<file path="src/rtl/mem_pkg.sv">
// Shared opcode/state encodings and default stack bounds for the memory-stage
// stack controller.
package mem_pkg;

  localparam logic [15:0] SP_INIT_DEFAULT  = 16'h03FF;
  localparam logic [15:0] SP_LIMIT_DEFAULT = 16'h0300;

  typedef enum logic [3:0] {
    OP_NOP   = 4'd0,
    OP_LOAD  = 4'd1,
    OP_STORE = 4'd2,
    OP_PUSH  = 4'd3,
    OP_POP   = 4'd4,
    OP_CALL  = 4'd5,
    OP_RET   = 4'd6,
    OP_INT   = 4'd7,
    OP_RTI   = 4'd8
  } op_e;

  typedef enum logic [2:0] {
    ST_IDLE      = 3'd0,
    ST_RD_WAIT   = 3'd1,
    ST_RET_WAIT  = 3'd2,
    ST_INT_FLAGS = 3'd3,
    ST_RTI_PC    = 3'd4,
    ST_RTI_WAIT  = 3'd5
  } state_e;

endpackage

</file>
<file path="src/rtl/stack_ptr.sv">
// Full-descending stack pointer: inc pops, dec pushes; both refused at the
// corresponding bound so SP never wraps.
module stack_ptr
  import mem_pkg::*;
#(
  parameter logic [15:0] SP_INIT  = SP_INIT_DEFAULT,
  parameter logic [15:0] SP_LIMIT = SP_LIMIT_DEFAULT
) (
  input  logic        clk,
  input  logic        rst,
  input  logic        inc,
  input  logic        dec,
  output logic [15:0] sp,
  output logic        full,
  output logic        empty
);

  logic [15:0] r_sp;

  // NOTE: state uses non-blocking assignments so every flop samples pre-edge values.
  always_ff @(posedge clk) begin
    if (rst)
      r_sp <= SP_INIT;
    else if (inc && !empty)
      r_sp <= r_sp + 16'd1;
    else if (dec && !full)
      r_sp <= r_sp - 16'd1;
  end

  assign sp    = r_sp;
  assign full  = (r_sp == SP_LIMIT);
  assign empty = (r_sp == SP_INIT);

endmodule

</file>
<file path="src/rtl/mem_stack_ctrl.sv">
// Memory-stage controller: LOAD/STORE plus hardware stack for PUSH/POP,
// CALL/RET and INT/RTI, with registered memory, writeback and redirect outputs.
module mem_stack_ctrl
  import mem_pkg::*;
#(
  parameter logic [15:0] SP_INIT  = SP_INIT_DEFAULT,
  parameter logic [15:0] SP_LIMIT = SP_LIMIT_DEFAULT
) (
  input  logic        clk,
  input  logic        rst,
  input  logic        op_valid,
  input  logic [3:0]  op_code,
  input  logic [15:0] op_addr,
  input  logic [15:0] op_data,
  input  logic [15:0] pc_next,
  input  logic [2:0]  flags_in,
  output logic        op_ready,
  output logic        stall,
  output logic        mem_re,
  output logic        mem_we,
  output logic [15:0] mem_addr,
  output logic [15:0] mem_wdata,
  input  logic [15:0] mem_rdata,
  output logic        wb_valid,
  output logic [15:0] wb_data,
  output logic        pc_load,
  output logic [15:0] pc_target,
  output logic        flags_load,
  output logic [2:0]  flags_out,
  output logic [15:0] sp_out,
  output logic        stack_err
);

  state_e      r_state;
  logic        r_mem_re, r_mem_we, r_wb_valid, r_pc_load, r_flags_load, r_stack_err;
  logic [15:0] r_mem_addr, r_mem_wdata, r_wb_data, r_pc_target, r_int_target;
  logic [2:0]  r_flags_out, r_int_flags;
  logic        r_rd_zero;

  op_e         w_op;
  logic        w_accept, w_push_req, w_pop_req, w_full, w_empty;
  logic [15:0] w_sp, w_push_data, w_rdata;

  assign w_op     = op_e'(op_code);
  assign w_accept = op_valid && (r_state == ST_IDLE);

  assign w_push_req = (w_accept && (w_op == OP_PUSH || w_op == OP_CALL || w_op == OP_INT))
                   || (r_state == ST_INT_FLAGS);
  assign w_pop_req  = (w_accept && (w_op == OP_POP || w_op == OP_RET || w_op == OP_RTI))
                   || (r_state == ST_RTI_PC);

  assign w_push_data = (r_state == ST_INT_FLAGS) ? {13'b0, r_int_flags}
                     : (w_op == OP_PUSH)         ? op_data : pc_next;

  // An underflowed pop issued no read, so its wait state sees zero instead of the bus.
  assign w_rdata = r_rd_zero ? 16'h0000 : mem_rdata;

  stack_ptr #(
    .SP_INIT  (SP_INIT),
    .SP_LIMIT (SP_LIMIT)
  ) u_stack_ptr (
    .clk   (clk),
    .rst   (rst),
    .inc   (w_pop_req),
    .dec   (w_push_req),
    .sp    (w_sp),
    .full  (w_full),
    .empty (w_empty)
  );

  always_ff @(posedge clk) begin
    if (rst) begin
      r_state      <= ST_IDLE;
      r_mem_re     <= 1'b0;
      r_mem_we     <= 1'b0;
      r_wb_valid   <= 1'b0;
      r_pc_load    <= 1'b0;
      r_flags_load <= 1'b0;
      r_stack_err  <= 1'b0;
      r_mem_addr   <= '0;
      r_mem_wdata  <= '0;
      r_wb_data    <= '0;
      r_pc_target  <= '0;
      r_flags_out  <= '0;
      r_int_target <= '0;
      r_int_flags  <= '0;
      r_rd_zero    <= 1'b0;
    end else begin
      // NOTE: strobes default low each cycle; the branches below only raise them.
      r_mem_re     <= 1'b0;
      r_mem_we     <= 1'b0;
      r_wb_valid   <= 1'b0;
      r_pc_load    <= 1'b0;
      r_flags_load <= 1'b0;
      r_stack_err  <= 1'b0;

      if (w_push_req) begin
        r_mem_addr  <= w_sp - 16'd1;
        r_mem_wdata <= w_push_data;
        r_mem_we    <= !w_full;
        r_stack_err <= w_full;
      end
      if (w_pop_req) begin
        r_mem_addr  <= w_sp;
        r_mem_re    <= !w_empty;
        r_rd_zero   <= w_empty;
        r_stack_err <= w_empty;
      end

      case (r_state)
        ST_IDLE: begin
          if (op_valid) begin
            case (w_op)
              OP_LOAD: begin
                r_mem_re   <= 1'b1;
                r_mem_addr <= op_addr;
                r_rd_zero  <= 1'b0;
                r_state    <= ST_RD_WAIT;
              end
              OP_STORE: begin
                r_mem_we    <= 1'b1;
                r_mem_addr  <= op_addr;
                r_mem_wdata <= op_data;
              end
              OP_POP:  r_state <= ST_RD_WAIT;
              OP_CALL: begin
                r_pc_load   <= 1'b1;
                r_pc_target <= op_addr;
              end
              OP_RET:  r_state <= ST_RET_WAIT;
              OP_INT: begin
                r_int_flags  <= flags_in;
                r_int_target <= op_addr;
                r_state      <= ST_INT_FLAGS;
              end
              OP_RTI:  r_state <= ST_RTI_PC;
              default: ;
            endcase
          end
        end
        ST_RD_WAIT: begin
          r_wb_valid <= 1'b1;
          r_wb_data  <= w_rdata;
          r_state    <= ST_IDLE;
        end
        ST_RET_WAIT, ST_RTI_WAIT: begin
          r_pc_load   <= 1'b1;
          r_pc_target <= w_rdata;
          r_state     <= ST_IDLE;
        end
        ST_INT_FLAGS: begin
          r_pc_load   <= 1'b1;
          r_pc_target <= r_int_target;
          r_state     <= ST_IDLE;
        end
        ST_RTI_PC: begin
          r_flags_load <= 1'b1;
          r_flags_out  <= w_rdata[2:0];
          r_state      <= ST_RTI_WAIT;
        end
        default: r_state <= ST_IDLE;
      endcase
    end
  end

  assign op_ready   = (r_state == ST_IDLE);
  assign stall      = !op_ready;
  assign mem_re     = r_mem_re;
  assign mem_we     = r_mem_we;
  assign mem_addr   = r_mem_addr;
  assign mem_wdata  = r_mem_wdata;
  assign wb_valid   = r_wb_valid;
  assign wb_data    = r_wb_data;
  assign pc_load    = r_pc_load;
  assign pc_target  = r_pc_target;
  assign flags_load = r_flags_load;
  assign flags_out  = r_flags_out;
  assign sp_out     = w_sp;
  assign stack_err  = r_stack_err;

endmodule
</file>
<file path="config.mk">
export PLATFORM = sky130hd
export DESIGN_NAME = mem_stack_ctrl
export DESIGN_NICKNAME = d
export VERILOG_FILES = /design/src/rtl/mem_pkg.sv /design/src/rtl/stack_ptr.sv /design/src/rtl/mem_stack_ctrl.sv
export SDC_FILE = /design/constraint.sdc
export NUM_CORES = 1
export LEC_CHECK = 0
export ABC_AREA = 1
export CAP_MARGIN = 25
export CORE_ASPECT_RATIO = 1.5
export CORE_MARGIN = 8
export CORE_UTILIZATION = 44
export DETAILED_ROUTE_END_ITERATION = 12
export PLACE_DENSITY = 0.77
export SLEW_MARGIN = 10
export SYNTH_ARGS = -nofsm -noshare
export SYNTH_HDL_FRONTEND = slang
export SYNTH_SLANG_ARGS = --single-unit
</file>
<file path="constraint.sdc">
create_clock -name clk -period 1.6 [get_ports clk]
set_clock_uncertainty 0.2 [all_clocks]
set_input_delay 0.24 -clock clk [delete_from_list [all_inputs] [get_ports clk]]
set_output_delay 0.24 -clock clk [all_outputs]
set_load 0.005 [all_outputs]
</file>
==> reports/metrics.cfg <==
[power]
p_int_uw = 5240
ir_drop_mv = 0.612
power.density_nw_per_um2 = 768
clkPwrFrac_pct = 28.6
power_switching_uw = 2370
p_leak_uw = 0.00480
comb_power_share_pct = 30.8
swShare_pct = 31.2
pwr-share-seq_pct = 40.6

[yosys]
syn_inst = 935
yosysUniqueCellTypes = 40
ys_seq_area_share_pct = 36.7
netlist_area_um2 = 6110
ys_warn_count = 0
synth_nets = 1011
avgSynthCellArea_um2 = 6.54
ys_seq_elements = 112

[routing]
dr.pass1.iters = 7
antenna_left = 0
wl_per_cell_um = 17.2
vias_per_cell = 5.34
routed_wl_um = 24000
drc = 0
drt_iter0_drc = 480
num_vias = 7450

[placement]
io_buffers = 164
routabilityCongestion = 0.923
place_area_um2 = 8940
hpwlAfterDp_um = 17600
dp.cells = 1349

[setup_path]
cp-start-kind = register
critPathArrivalTime_ps = 1990
worstSetupEndpointType = register
rr_startpoint = r_state[0]
required_ps = 1680
critPathKind = register to register
cp-startpoint = r_state[0]
crit_fanout = 5

[cts]
clk_latency_ps = 350
cts_root_buf = clkbuf_16
htree_levels = 3
cts_tree = built
clkTransAtPathRegs_ps = 80
clkSinkCount = 112
clock_path_buffers = 2
cts_made_buffers = 9

[timing]
finalSetupViolations = 90
setup_slack_ps = -309
setup_tns_ps = -19460
fmax_mhz = 524
fin_crit_sh_pct = 119
min_period_ps = 1910
relSlewSlack_pct = 70.3
hold_viol_final = 0
worst_pin_slew_ps = 440
slew_violations = 0
rsz0062_at_grt = true

[global_routing]
first_global_vias = 6999
antenna_found_initial = 1
track_usage_pct = 24.5
grt_max_degree = 48
overflow = 0
grt_first_pass_wirelength_um = 35600

[final_layout]
utilization_pct = 71.9
stdcell_count = 1394
nNetsFinal = 1300
syn_to_final_growth_pct = 62.3
final_area_um2 = 9920
drive_gt1_share_pct = 27.6

[floorplan]
fp.coreArea_um2 = 13800
io_pins = 165
die_w_um = 112
die_h_um = 160
rows = 53
dieArea_um2 = 18000
start_util_pct = 44.3

[worst_hold_path]
min-delay-start = op_data[4]
holdCritPathClass = input pin to register

[status]
violations = setup timing
status = finished with violations

[job]
drv_cap = 0

==> cell usage after synthesis, drive strengths merged <==
master / instances / area, um2
a21oi: 83 / 427
a22oi: 2 / 15.0
a31oi: 4 / 25.0
buf: 31 / 219
clkbuf: 17 / 63.8
clkinv: 3 / 12.5
dfxtp: 112 / 2240
ha: 2 / 25.0
inv: 85 / 322
nand2: 224 / 922
nand3: 89 / 455
nand4: 9 / 71.3
nor2: 155 / 628
nor3: 10 / 60.1
o211ai: 7 / 52.6
o21a: 1 / 7.51
o21ai: 80 / 404
o21bai: 1 / 7.51
or2: 9 / 56.3
xor2: 11 / 96.3
==> worst max-delay path, cell delays in order (launching register included) <==
cell and delay [ps]:
dfxtp_2 340, nor2_4 120, nand2_2 70, buf_6 130
nor2_8 140, buf_4 170, inv_2 60, nor2_4 120
buf_12 140, clkbuf_16 140, o21ai_0 80, nor2_1 120
==> state kept, by name, indices dropped and copies added (netlist names) <==
name,flops
flags_out,3
r_int_flags,3
stack_err,1
wb_valid,1
flags_load,1
u_stack_ptr.sp,16
r_int_target,16
wb_data,16
r_rd_zero,1
mem_wdata,16
mem_addr,16
mem_re,1
pc_target,16
r_state,3
pc_load,1
mem_we,1
==> through the flow <==
step	total power [uW]	hold WS (ps)	setup WS [ps]
after floorplan	4100	165	-65.9
after global placement	5240	248	-651
after detailed placement	5260	252	-670
after CTS	7420	216	-250
after global routing	7950	233	-344
final	7620	220	-309
==> cell usage in the layout, fill, tap and decap left out, drive strengths merged <==
master	netlist	final
nand2	224	224
a21oi	83	83
o21bai	1	1
dfxtp	112	112
nor3	10	10
inv	85	88
dlygate4sd2	0	92
nor2	155	155
o21ai	80	80
a31oi	4	4
nand3	89	89
dlymetal6s2s	0	1
ha	2	2
clkbuf	17	13
nand4	9	9
clkinv	3	3
a22oi	2	2
diode	0	1
clkinvlp	0	4
xor2	11	11
clkdlybuf4s50	0	69
buf	31	159
or2	9	9
o211ai	7	7
o21a	1	1
==> layout make-up <==
class / count / area [um2]
flip-flops and latches: 112 / 2290
diodes: 1 / 2.50
inverters: 88 / 384
repair buffers: 324 / 3040
fillers: 1113 / 3870
well taps: 165 / 206
repair inverters: 2 / 13.8
clock inverters: 5 / 40.0
multi-input cells: 687 / 3690
clock buffers: 10 / 239
==> power groups by stage <==
stage / logic (uW) / registers (uW) / clock network, uW
3_5_place_dp: 2110 / 3150 / 0
4_1_cts: 2130 / 3080 / 2210
6_report: 2350 / 3090 / 2180
2_1_floorplan: 957 / 3140 / 0
3_3_place_gp: 2100 / 3140 / 0
5_1_grt: 2540 / 3110 / 2300
==> cell families (layout without fill, tap and decap cells) <==
group / Yosys count / in the layout / share of synthesized area, %
simple gates: 496 / 496 / 35.9
compound gates: 178 / 178 / 15.4
buf+inv: 136 / 429 / 10.1
flops: 112 / 112 / 36.7
xor+xnor: 11 / 11 / 1.58
fa+ha+maj: 2 / 2 / 0.409
other cells: 0 / 1 / 0
==> timing repair <==
action,CTS,global route
pin swaps,16,27
setup buffers,15,9
endpoints found under the setup margin,181,98
hold buffers,0,0
gates cloned,2,4
resized for setup,173,95
==> path summary, 6_finish.rpt <==
kind / end / slack [ps] / cells past startpoint
worst max-delay path: r_int_target[1] / -310 / 11
worst min-delay path: mem_wdata[4] / 220 / 3
worst min register to register: wb_data[7] / 260 / 2
worst max register to register: r_int_target[1] / -310 / 11
==> metal layers <==
| layer | wire (um) | vias up | GRT usage (%) |
|---|---|---|---|
| li1 | - | 3587 | - |
| met1 | 8550 | 3418 | 25.2 |
| met2 | 12500 | 339 | 44.7 |
| met3 | 1380 | 106 | 4.40 |
| met4 | 1660 | 0 | 15.6 |
| met5 | 0 | - | 0 |
Note: power is estimated with default switching activity, not from simulation.
